==> src/rtl/muldiv_seq_if.sv <==
// Handshake bundle between the vc16 execute stage (master) and the muldiv sequencer (slave).
interface muldiv_seq_if #(
  parameter int RV = 16
);
  logic          start_mult;
  logic          start_div;
  logic          flush;
  logic [RV-1:0] a;
  logic [RV-1:0] b;
  logic          busy;
  logic          done;
  logic [RV-1:0] result;
  logic [RV-1:0] remainder;
  logic          div_zero;

  modport master (
    output start_mult, start_div, flush, a, b,
    input  busy, done, result, remainder, div_zero
  );

  modport slave (
    input  start_mult, start_div, flush, a, b,
    output busy, done, result, remainder, div_zero
  );
endinterface

==> src/rtl/muldiv_seq.sv <==
// Iterative shift-add multiply / restoring unsigned divide for the vc16 execute stage.
// Define MULDIV_EARLY_EN to end a multiply as soon as the remaining multiplier bits are zero.
module muldiv_seq #(
  parameter int RV = 16
) (
  input  logic          clk,
  input  logic          rst_n,
  muldiv_seq_if.slave   bus
);
  localparam int CW = $clog2(RV);

  typedef enum logic [1:0] {IDLE, MUL, DIV, DONE} state_t;

  state_t        state;
  logic [RV-1:0] acc;
  logic [RV-1:0] opa;
  logic [RV-1:0] opb;
  logic [CW-1:0] count;
  logic          busy_r;
  logic          done_r;
  logic [RV-1:0] result_r;
  logic [RV-1:0] remainder_r;
  logic          div_zero_r;

  logic [RV-1:0] mul_sum;
  logic [RV-1:0] opb_shr;
  logic          last_iter;
  logic          mul_last;
  logic [RV:0]   div_shift;
  logic          div_ge;
  logic [RV-1:0] div_rem;
  logic [RV-1:0] div_quot;

  assign mul_sum   = acc + (opb[0] ? opa : '0);
  assign opb_shr   = opb >> 1;
  assign last_iter = (count == CW'(RV - 1));

`ifdef MULDIV_EARLY_EN
  assign mul_last = last_iter || (opb_shr == '0);
`else
  assign mul_last = last_iter;
`endif

  // The shifted partial remainder keeps its carry-out bit so divisors above 2^(RV-1) compare correctly.
  assign div_shift = {acc, opa[RV-1]};
  assign div_ge    = (div_shift >= {1'b0, opb});
  assign div_rem   = div_ge ? (div_shift[RV-1:0] - opb) : div_shift[RV-1:0];
  assign div_quot  = {opa[RV-2:0], div_ge};

  always_ff @(posedge clk or negedge rst_n) begin
    if (!rst_n) begin
      state       <= IDLE;
      count       <= '0;
      acc         <= '0;
      opa         <= '0;
      opb         <= '0;
      busy_r      <= 1'b0;
      done_r      <= 1'b0;
      result_r    <= '0;
      remainder_r <= '0;
      div_zero_r  <= 1'b0;
    end else begin
      done_r <= 1'b0;
      case (state)
        IDLE: begin
          if (!bus.flush && (bus.start_mult || bus.start_div)) begin
            busy_r      <= 1'b1;
            acc         <= '0;
            opa         <= bus.a;
            opb         <= bus.b;
            count       <= '0;
            result_r    <= '0;
            remainder_r <= '0;
            div_zero_r  <= 1'b0;
            if (bus.start_mult) begin
              state <= MUL;
            end else if (bus.b == '0) begin
              state       <= DONE;
              done_r      <= 1'b1;
              result_r    <= '1;
              remainder_r <= bus.a;
              div_zero_r  <= 1'b1;
            end else begin
              state <= DIV;
            end
          end
        end
        MUL: begin
          if (bus.flush) begin
            state  <= IDLE;
            busy_r <= 1'b0;
          end else begin
            acc   <= mul_sum;
            opa   <= opa << 1;
            opb   <= opb_shr;
            count <= count + 1'b1;
            if (mul_last) begin
              state       <= DONE;
              done_r      <= 1'b1;
              result_r    <= mul_sum;
              remainder_r <= '0;
            end
          end
        end
        DIV: begin
          if (bus.flush) begin
            state  <= IDLE;
            busy_r <= 1'b0;
          end else begin
            acc   <= div_rem;
            opa   <= div_quot;
            count <= count + 1'b1;
            if (last_iter) begin
              state       <= DONE;
              done_r      <= 1'b1;
              result_r    <= div_quot;
              remainder_r <= div_rem;
            end
          end
        end
        default: begin
          state  <= IDLE;
          busy_r <= 1'b0;
        end
      endcase
    end
  end

  assign bus.busy      = busy_r;
  assign bus.done      = done_r;
  assign bus.result    = result_r;
  assign bus.remainder = remainder_r;
  assign bus.div_zero  = div_zero_r;
endmodule

==> src/flat_wrapper.sv <==
// flat-port wrapper written by rule: the top's interface ports become plain ports
module muldiv_seq_flat 
#(
  parameter int RV = 16
)
  (clk, rst_n, bus_start_mult, bus_start_div, bus_flush, bus_a, bus_b, bus_busy, bus_done, bus_result, bus_remainder, bus_div_zero);
  muldiv_seq_if #(.RV(RV)) bus_i ();
  input  logic clk;
  input  logic rst_n;
  input wire logic [$bits(bus_i.start_mult)-1:0] bus_start_mult;
  input wire logic [$bits(bus_i.start_div)-1:0] bus_start_div;
  input wire logic [$bits(bus_i.flush)-1:0] bus_flush;
  input wire logic [$bits(bus_i.a)-1:0] bus_a;
  input wire logic [$bits(bus_i.b)-1:0] bus_b;
  output wire logic [$bits(bus_i.busy)-1:0] bus_busy;
  output wire logic [$bits(bus_i.done)-1:0] bus_done;
  output wire logic [$bits(bus_i.result)-1:0] bus_result;
  output wire logic [$bits(bus_i.remainder)-1:0] bus_remainder;
  output wire logic [$bits(bus_i.div_zero)-1:0] bus_div_zero;
  assign bus_i.start_mult = bus_start_mult;
  assign bus_i.start_div = bus_start_div;
  assign bus_i.flush = bus_flush;
  assign bus_i.a = bus_a;
  assign bus_i.b = bus_b;
  assign bus_busy = bus_i.busy;
  assign bus_done = bus_i.done;
  assign bus_result = bus_i.result;
  assign bus_remainder = bus_i.remainder;
  assign bus_div_zero = bus_i.div_zero;
  muldiv_seq #(.RV(RV)) u_core (.clk(clk), .rst_n(rst_n), .bus(bus_i));
endmodule
==> config.mk <==
export PLATFORM = sky130hd
export DESIGN_NAME = muldiv_seq_flat
export DESIGN_NICKNAME = d
export VERILOG_FILES = /design/src/rtl/muldiv_seq_if.sv /design/src/rtl/muldiv_seq.sv /design/src/flat_wrapper.sv
export SDC_FILE = /design/constraint.sdc
export NUM_CORES = 1
export LEC_CHECK = 0
export ABC_AREA = 1
export CAP_MARGIN = 10
export CORE_UTILIZATION = 30
export DETAILED_ROUTE_END_ITERATION = 7
export PLACE_DENSITY = 0.46
export SETUP_SLACK_MARGIN = 0.5
export SYNTH_ARGS = -nofsm -noshare
export SYNTH_HDL_FRONTEND = slang
export SYNTH_SLANG_ARGS = --single-unit
export TNS_END_PERCENT = 10
==> constraint.sdc <==
create_clock -name clk -period 6 [get_ports clk]
set_input_delay 0.9 -clock clk [delete_from_list [all_inputs] [get_ports clk]]
set_output_delay 0.9 -clock clk [all_outputs]
set_load 0.02 [all_outputs]
# Word level (Yosys, flattened, before mapping)
# Index checks and enable logic that the tools add are counted.
# word_totals
ff_bits	89
inputBits	37
output_inout_bits	35
wordCells	88
# classes
addsub	3
order_cmp	1
n_eq_ne	11
n_mux	47
n_reduce_logical	16
# op_table
operator	n
$mux W16	24
$pmux W16 S3	4
$pmux W16 S2	1
$ge A17 B16 Y1	1
$add A16 B16 Y16	1
$logic_not A16 Y1	1
$sub A16 B16 Y16	1
$mux W1	8
$mux W2	4
$mux W4	2
$ne A2 B1 Y1 const B	4
$pmux W4 S2	1
$ne A2 B2 Y1 const B	3
$reduce_and A2 Y1	3
$reduce_and A3 Y1	2
$reduce_and A6 Y1	1
$add A4 B1 Y4 const B	1
$eq A4 B4 Y1 const B	1
$pmux W1 S2	2
$pmux W2 S2	1
$reduce_and A4 Y1	1
$reduce_bool A2 Y1	2
$ne A3 B1 Y1 const B	1
$reduce_bool A3 Y1	1
7 further kinds	7

# Longest topological paths before layout
# Gate-level depths: netlist of run 1.
# logic_depth
ltp_word	5
mapped_depth	18
ltp_nobuf	17

# Least setup slack after synthesis of run 1
# Ideal clock, no wire load.
# synth_path
path_kind	reg2reg
start	reg u_core.opb[0]
end	reg u_core.result_r[8], in the netlist u_core.bus.result[8]
setup_ns	0.119
t_arrival_ns	2.316
t_required_ns	5.881
setup_slack_ns	3.566
path_stages_with_launch	17
path_buffers	2
synth_period_minus_slack_ns	2.434
path_cell_list	dfrtp_1 > clkbuf_1 > clkbuf_1 > nand2_1 > inv_1 > ha_1 > fa_1 > nand2_1 > nand2_1 > o21ai_0 > o21ai_0 > nand2_1 > nand2_1 > nand2_1 > nand3_1 > nor2_1 > o21a_1
# synth_via
elab_chain_cells	5
# synth_lines
item	line	source
start, declared	muldiv_seq.sv:17	logic [RV-1:0] opb;
start signal, assigned	muldiv_seq.sv:70	opb <= bus.b;
start signal, assigned	muldiv_seq.sv:95	opb <= opb_shr;
$mux W16	muldiv_seq.sv:34	assign mul_sum = acc + (opb[0] ? opa : '0);
$add A16 B16 Y16	muldiv_seq.sv:34	
$mux W16	muldiv_seq.sv:97	if (mul_last) begin
$mux W16	muldiv_seq.sv:89	if (bus.flush) begin
$pmux W16 S3	muldiv_seq.sv:64	case (state)
end signal, assigned	muldiv_seq.sv:100	result_r <= mul_sum;
end signal, assigned	muldiv_seq.sv:116	result_r <= div_quot;
end, declared	muldiv_seq.sv:21	logic [RV-1:0] result_r;
# No other way between the ends. The select of a mux whose other input is x is not followed.
# A chain may end at the register's enable or synchronous reset.

# Worst setup path after layout of run 1
# layout_path
start	reg u_core.state[1]
end	reg u_core.opa[15]
# layout_via
elab_chain_cells	3
word_cells_on_any_way	9
cone_classes	eq/ne (5); mux (1); reduce/logical (3)
# layout_lines
item	line	source
start, declared	muldiv_seq.sv:14	state_t state;
start signal, assigned	muldiv_seq.sv:52	state <= IDLE;
start signal, assigned	muldiv_seq.sv:76	state <= MUL;
start signal, assigned	muldiv_seq.sv:78	state <= DONE;
$eq A2 B2 Y1 (tied with other cells)	muldiv_seq.sv:64	
$ne A2 B2 Y1 (no line) (tied with other cells)	n/a	
$reduce_and A4 Y1 (no line)	n/a	
end signal, assigned	muldiv_seq.sv:69	opa <= bus.a;
end signal, assigned	muldiv_seq.sv:94	opa <= opa << 1;
end signal, assigned	muldiv_seq.sv:111	opa <= div_quot;
end, declared	muldiv_seq.sv:16	logic [RV-1:0] opa;
# Several ways; a longest one is shown, not always the timed one.

==> results of run 1 <==
-- report_power, final --
group | internal (mW) | switching [mW] | total, mW
logic | 1.26 | 2.17 | 3.44
registers | 0.895 | 0.237 | 1.13
clock network | 0.339 | 0.269 | 0.609
-- metrics by stage --
step | util (%) | setup WS [ps] | total power, mW | hold WS, ps
final | 36.2 | 2680 | 5.18 | 502
after global routing | 36.2 | 2450 | 5.71 | 529
after CTS | 36.2 | 2600 | 5.23 | 510
after detailed placement | 34.8 | 2300 | 4.58 | 492
after global placement | 34.8 | 2310 | 4.59 | 488
after floorplan | - | 3570 | 3.61 | 471
-- final cells by class --
| cell class | instances | share of cell area (%) |
|---|---|---|
| clock inverter | 6 | 0.918 |
| clock buffer | 10 | 3.02 |
| multi-input combinational | 705 | 47.5 |
| sequential | 89 | 28.2 |
| timing repair buffer | 75 | 9.34 |
| inverter | 140 | 6.65 |
| tap | 280 | 4.43 |
-- worst paths after layout --
path,to,cells after the start,startpoint
max,u_core.opa[15],8,u_core.state[1]
min,u_core.count[3],1,rst_n
max reg2reg,u_core.opa[15],8,u_core.state[1]
min reg2reg,u_core.bus.result[1],1,u_core.bus.result[1]
max in group asynchronous,u_core.acc[15],2,rst_n
min in group clk,u_core.bus.result[1],1,u_core.bus.result[1]
-- cell families (layout without fill, tap and decap cells) --
group | after synthesis | count (layout) | synth area share [%]
flops | 89 | 89 | 33.3
xor+xnor | 8 | 8 | 1.05
fa+ha+maj | 40 | 40 | 7.72
compound gates | 187 | 187 | 16.8
buf+inv | 176 | 231 | 10.6
simple gates | 470 | 470 | 30.5
-- metal layers --
layer	share of wire (%)	global-route usage [%]	up-vias
li1	-	-	3260
met1	50	27.7	2874
met2	45	30.3	122
met3	4.5	2.95	8
met4	0.61	3.55	0
met5	0	0	-
-- placed cells by master (no fill, tap or decap), types with 4 or more instances in the layout --
cell type,synthesis,final
nand2_1,278,278
inv_1,137,137
dfrtp_1,89,89
clkdlybuf4s50_1,0,70
o21ai_0,64,64
nand3_1,63,63
nor2_1,60,60
a21oi_1,58,57
ha_1,38,37
or2_2,27,27
a31oi_1,20,20
nand4_1,15,15
o211ai_1,15,15
nand3b_1,11,11
clkbuf_16,0,9
a21boi_1,7,7
xnor2_1,6,6
a2bb2oi_2,6,6
nor2_2,6,6
buf_4,2,5
nor3_1,4,4
o21a_1,4,4
-- flip-flops by register name, summed over array words and instances (netlist names), 2 cells and up --
register	count
u_core.acc	16
u_core.bus.remainder	16
u_core.bus.result	16
u_core.count	4
u_core.opa	16
u_core.opb	16
u_core.state	2
-- worst max-delay path, stage by stage, from the launching register on --
cell     delay, ps
dfrtp_1        400
inv_1          100
ha_1           790
nand2_1        340
inv_1          630
nor2_1         400
o21ai_0        340
nand2_1        120
o21ai_0        100
==> results.md, run 1 <==
- Die area: 22900 um^2
- Worst-Margin Slew: 1010 ps
- Wire per inst: 16.0 um
- Register-to-Register Setup Slack: 2680 ps
- Ys async rst share: 100%
- Fill count: 2364
- Synth cell count leaders: 278 x nand2_1, 137 x inv_1, 89 x dfrtp_1
- Routability cong.: 0.877
- Largest cells by area after synthesis: dfrtp_1 33%, nand2_1 16%, inv_1 7.7%
- Synthesized net count: 1047
- Max VDD drop: 0.234 mV
- Synth warn: 0
- IO buf count: 71
- Sequential element share of the synthesized area: 33.3%
- Synth top area share: 33.3%
- Rows: 54
- Resized Gates After CTS: 0
- First-pass iteration count of the detailed router: 5
- Post-synth EDFFs: 0
- Syn avg cell area: 6.89 um^2
- Hold WC Path Type: in -> async
- Yosys cell types: 42
- Post-synth top flop: dfrtp_1
- Post-Synthesis Cells: 970
- Final ANT Viol Nets: 0
- Post-CTS Setup Bufs: 0
- Power Dens Cells: 655 nW/um^2
- Largest area contributor in the netlist: dfrtp_1
- Tmin final: 3320 ps
- Final wirelength: 20900 um
- Core area: 21800 um^2
- Nets: 1097
- CTS sink cnt: 89
- Multi-input logic area: 3750 um^2
- Post-Layout Cell Count: 1305
- Final Max Tran Viols: 0
- Critical path type: reg -> reg
- Setup TNS Final: 0 ps
- Cell Area, Placed: 7590 um^2
- Initial antenna violation count: 0
- Cell area after layout: 7910 um^2
- Fraction of layout instances using a drive strength above 1: 6.63%
- HPWL Detailed: 16000 um
- All-Layer GR Usage: 19.2%
- Final Skew: 9.12 ps
- H-Tree Depth: 3
- Hold-fix buffers, CTS: 0
- Critical path arrival: 3590 ps
- Root Buffer: clkbuf_16
- Fmax: 301 MHz
- Seq. cell area: 2230 um^2
- # setup viols final: 0
- Via count: 6264
- Slew headroom: 32.8%
- Number of cells after detailed placement: 1289
- Remaining DRCs: 0
- Flops & latches, synth: 89
- Final Hold Fails: 0
- Cts bufs inserted: 9
- Die width: 151 um
- Crit path launch type: register
- Number of DRC markers in iteration 0: 358
- Number of global-route vias before repair: 6144
- Most common cell in the synthesized netlist: nand2_1
- Pin count of the biggest net entering global routing: 55
- Pleak: 4.00 nW
- Clock-pin slew on the worst setup and hold paths: 70 ps
- Die H: 151 um
- CTS max path bufs: 2
- Vias per inst: 4.80
- Io pins: 72
- Required @ worst endpoint: 6270 ps
- Fin crit share: 55.3%
- Area delta synth->final: 18.3%
- Status: complete, no violations
- First-pass GRT wire length: 33300 um
- Post-Syn Area: 6680 um^2
- CTS tree: yes
- Initial Utilization: 30.6%
- N_diodes: 0
- Max_cap viols: 0
- Total gr overflow: 0
- RSZ-0062 raised after global routing: false
- Clk Latency, worst-skew pair: 360 ps
- Critical path capture point type: register
- Crit-path max FO: 20
Note: power is estimated with default switching activity, not from simulation.
==> run 2: changes to the inputs <==
--- a/config.mk
+++ b/config.mk
@@ -9,7 +9,7 @@
 export CAP_MARGIN = 10
 export CORE_UTILIZATION = 30
 export DETAILED_ROUTE_END_ITERATION = 7
-export PLACE_DENSITY = 0.46
+export PLACE_DENSITY = 0.47
 export SETUP_SLACK_MARGIN = 0.5
 export SYNTH_ARGS = -nofsm -noshare
 export SYNTH_HDL_FRONTEND = slang
==> constraint.sdc (replaced) <==
create_clock -name clk -period 3 [get_ports clk]
set_input_delay 0.45 -clock clk [delete_from_list [all_inputs] [get_ports clk]]
set_output_delay 0.45 -clock clk [all_outputs]
set_load 0.02 [all_outputs]
==> results.md, run 2 (synthesis results as in run 1) <==
- Status: complete, no violations
- # setup viols final: 0
- Fin Hold WS: 136 ps
- First-pass iteration count of the detailed router: 5
- CTS sink cnt: 89
- Die H: 151 um
- Max VDD drop: 0.560 mV
- HPWL Detailed: 16500 um
- Routability cong.: 0.875
- Critical path type: reg -> reg
- Final ANT Viol Nets: 0
- Hold-fix buffers, CTS: 0
- Area delta synth->final: 21.0%
- H-Tree Depth: 3
- Seq. cell area: 2230 um^2
- Die area: 22900 um^2
- Cts bufs inserted: 9
- Total gr overflow: 0
- Via count: 6434
- Hold WC Path Type: in -> async
- Register-to-Register Setup Slack: 630 ps
- Fill count: 2403
- Slew headroom: 53.5%
- Critical path capture point type: register
- Rows: 54
- Nets: 1111
- Setup slack after layout: 626 ps
- Fin crit share: 79.1%
- Io pins: 72
- Core area: 21800 um^2
- Commonest cells after routing, fill and taps aside: 278 x nand2_1, 137 x inv_1, 88 x dfrtp_1
- Fraction of layout instances using a drive strength above 1: 8.47%
- Cell area after layout: 8080 um^2
- Critical path arrival: 2630 ps
- Clk Latency, worst-skew pair: 360 ps
- Crit Reg-Reg Startpoint: u_core.opb[0]
- Power Dens Cells: 1320 nW/um^2
- Final wirelength: 21200 um
- Final Max Tran Viols: 0
- CTS max path bufs: 2
- RSZ-0062 raised after global routing: true
- Clock-pin slew on the worst setup and hold paths: 80 ps
- Die width: 151 um
- Crit path launch type: register
- Tmin final: 2370 ps
- Root Buffer: clkbuf_16
- Required @ worst endpoint: 3260 ps
- Setup TNS Final: 0 ps
- Pin count of the biggest net entering global routing: 52
- Final Hold Fails: 0
- Wire per inst: 16.1 um
- Crit-path max FO: 12
- Worst-Margin Slew: 697 ps
- Initial antenna violation count: 0
- Max_cap viols: 0
- Commonest non-fill, non-tap cell in the layout: nand2_1
- IO buf count: 71
- CTS tree: yes
- Reg2Reg Depth: 11
- Post-place setup slack: 403 ps
- Multi-input logic area: 3770 um^2
- Vias per inst: 4.88
- Number of DRC markers in iteration 0: 320
- Final Skew: 11.2 ps
- First-pass GRT wire length: 33600 um
- All-Layer GR Usage: 19.5%
- Cell Area, Placed: 7720 um^2
- N_diodes: 0
- Number of global-route vias before repair: 6297
- Remaining DRCs: 0
- Fmax: 421 MHz
- FF-to-FF End: u_core.bus.result[7]
- Initial Utilization: 30.6%
- Pleak: 4.10 nW
- Power, Total: 10.7 mW
-- run 2: timing repair --
item                                    CTS  global route
endpoints found under the setup margin   12            57
setup buffers                             0             1
pin swaps                                 0             0
hold endpoints to repair                  0             0
resized for setup                         2             8
-- run 2: how the worst max path moves through the flow --
stage,startpoint,endpoint,slack (ps),cells after the start
2_1_floorplan,u_core.opb[0],u_core.bus.result[8],570,16
5_1_grt,u_core.state[0],u_core.bus.result[13],420,10
4_1_cts,u_core.opb[0],u_core.bus.result[7],460,11
3_3_place_gp,u_core.opb[0],u_core.bus.result[7],460,11
3_5_place_dp,bus_start_mult,u_core.bus.result[13],400,10
6_report,u_core.opb[0],u_core.bus.result[7],630,11
-- run 2: area by class of cell --
cell class	instances	area share, %
Clock buffer	10	2.96
Sequential cell	89	27.6
Multi-Input combinational cell	705	46.7
Tap cell	280	4.33
Inverter	140	6.50
Timing Repair Buffer	89	10.7
Clock inverter	6	1.21
-- run 2: where the power goes --
| group | switching, mW | total, mW | internal, mW |
|---|---|---|---|
| Clock | 0.563 | 1.33 | 0.767 |
| Sequential | 0.462 | 2.25 | 1.79 |
| Combinational | 4.41 | 7.10 | 2.69 |
-- run 2: metrics by stage --
stage | cells | util [%]
6_report | 1319 | 37.0
4_1_cts | 1318 | 36.9
3_5_place_dp | 1302 | 35.4
5_1_grt | 1319 | 37.0
2_1_floorplan | 970 | -
3_3_place_gp | 1302 | 35.4
-- run 2: per-layer routing --
layer,share of wire [%],track usage (%),vias up,wire [um]
li1,-,-,3283,-
met1,50,27.6,3017,10600
met2,45,31.1,120,9630
met3,3.5,2.68,14,751
met4,0.86,4.60,0,182
met5,0,0,-,0
-- run 2: critical path: stages (launching register included) --
cell and delay, ps:
dfrtp_2 490, buf_4 210, nand2_1 80, inv_1 50
ha_1 330, a21oi_1 220, o21a_1 130, nand2_1 130
or2_2 310, nand3_1 120, nor2_1 50, o22a_1 150
==> run 3: changes to the inputs <==
--- a/config.mk
+++ b/config.mk
@@ -9,7 +9,7 @@
 export CAP_MARGIN = 10
 export CORE_UTILIZATION = 30
 export DETAILED_ROUTE_END_ITERATION = 7
-export PLACE_DENSITY = 0.47
+export PLACE_DENSITY = 0.46
 export SETUP_SLACK_MARGIN = 0.5
 export SYNTH_ARGS = -nofsm -noshare
 export SYNTH_HDL_FRONTEND = slang
==> constraint.sdc (replaced) <==
create_clock -name clk -period 2.4 [get_ports clk]
set_input_delay 0.36 -clock clk [delete_from_list [all_inputs] [get_ports clk]]
set_output_delay 0.36 -clock clk [all_outputs]
set_load 0.02 [all_outputs]
==> results.md, run 3 (synthesis results as in run 1) <==
- Status: complete, no violations
- Power Dens Cells: 1720 nW/um^2
- Die width: 151 um
- WP buf/inv: 4
- Rows: 54
- Routability cong.: 0.870
- Register-to-Register Setup Slack: 210 ps
- Crit path launch type: register
- Max VDD drop: 0.772 mV
- Slowest CP cell: dfrtp_2
- Die H: 151 um
- Hold WC Path Type: in -> async
- Final ANT Viol Nets: 0
- N_diodes: 0
- H-Tree Depth: 3
- First-pass iteration count of the detailed router: 5
- Slew headroom: 63.7%
- Fmax: 457 MHz
- Wire per inst: 17.3 um
- Crit-path max FO: 6
- Cell family with most CP delay: simple AND/OR/NAND/NOR gates
- Pin count of the biggest net entering global routing: 46
- Tmin final: 2190 ps
- RSZ-0062 raised after global routing: true
- HPWL Detailed: 18200 um
- Die area: 22900 um^2
- Number of global-route vias before repair: 6655
- All-Layer GR Usage: 21.9%
- Cts bufs inserted: 9
- Fin crit share: 91.2%
- Number of DRC markers in iteration 0: 424
- Initial Utilization: 30.6%
- Critical path's most frequent cell: nand2_1
- Clk Latency, worst-skew pair: 360 ps
- Max_cap viols: 0
- Via count: 6812
- Initial antenna violation count: 0
- Final Max Tran Viols: 0
- First-pass GRT wire length: 37500 um
- Clock-pin slew on the worst setup and hold paths: 70 ps
- Worst-Margin Slew: 544 ps
- Core area: 21800 um^2
- Setup slack after layout: 212 ps
- Commonest cells after routing, fill and taps aside: 243 x nand2_1, 123 x inv_1, 84 x dfrtp_1
- Remaining DRCs: 0
- IO buf count: 71
- CTS sink cnt: 89
- CP peak stage delay: 490 ps
- Critical path type: reg -> reg
- Nets: 1174
- Number of cells after detailed placement: 1346
- Fraction of layout instances using a drive strength above 1: 25.3%
- Final wirelength: 23900 um
- Total gr overflow: 0
- Post-Layout Cell Count: 1382
- CTS tree: yes
- Power, Total: 16.1 mW
- # setup viols final: 0
- Worst-path cell chain: buf_12, buf_16, nand2_1, inv_2, ha_4, buf_4, nand3_2, nor3_2, nand2_2, nand2_2, nand2_2, nand3_1, nand2_1, nand2_1, nand2_1
- CTS max path bufs: 2
- Vias per inst: 4.93
- Root Buffer: clkbuf_16
- Final Hold Fails: 0
- Final Skew: 11.9 ps
- Commonest non-fill, non-tap cell in the layout: nand2_1
- Critical path arrival: 2440 ps
- Required @ worst endpoint: 2650 ps
- Post-place setup slack: 9.27 ps
- Area delta synth->final: 40.4%
- Io pins: 72
- Pleak: 4.49 nW
- Critical path capture point type: register
run 3: cell count changes in the layout (fill, tap and decap cells not counted), sizes merged:
cell	delta
inv	-1
buf	+62
clkbuf	-1
clkinvlp	+1
clkinv	+2
bufinv	-1
dlygate4sd3	+1
run 3: cell type report:
type                    count  area [um^2]
multi-input cells         705         4480
repair buffers            152         1480
clock inverters             7         81.3
fillers                  2262        12400
flip-flops and latches     89         2230
well taps                 280          350
inverters                 140          528
clock buffers               9          225
run 3: layer usage:
layer / global-route usage [%] / part of all wire, %
met5: 0 / 0
met4: 7.15 / 2.3
met3: 2.98 / 3.3
met2: 34.7 / 46
met1: 30.5 / 48
run 3: power breakdown:
| group | internal, mW | switching, mW | leakage, nW |
|---|---|---|---|
| clock | 0.820 | 0.697 | 0.149 |
| combinational | 5.13 | 6.68 | 3.23 |
| sequential | 2.25 | 0.554 | 1.11 |
| total | 8.20 | 7.93 | 4.49 |
run 3: path summary, 6_finish.rpt:
check | depth (start not counted) | end | start
min in group clk | 2 | u_core.bus.result[3] | u_core.bus.result[3]
setup / recovery | 15 | u_core.acc[14] | u_core.opb[0]
setup reg to reg | 15 | u_core.acc[14] | u_core.opb[0]
max in group asynchronous | 3 | u_core.acc[0] | rst_n
hold reg to reg | 2 | u_core.bus.result[3] | u_core.bus.result[3]
hold / removal | 2 | u_core.acc[15] | rst_n
run 3: repair_timing:
action / 4_1_cts / 5_1_grt
gates resized for setup: 137 / 33
hold buffers: 1 / 0
pin swaps: 36 / 25
setup endpoints to repair: 66 / 84
endpoints found under the hold margin: 23 / 0
cloned: 2 / 0
setup buffers: 12 / 5
run 3: stage by stage:
step	utilization, %	instance area, um^2	hold slack, ps	TNS, ps
after floorplan	-	6720	64.4	0
after global placement	37.1	8100	313	-16.5
after detailed placement	37.1	8100	307	0
after CTS	42.3	9240	462	0
after global routing	43.0	9380	493	0
final	43.0	9380	455	0
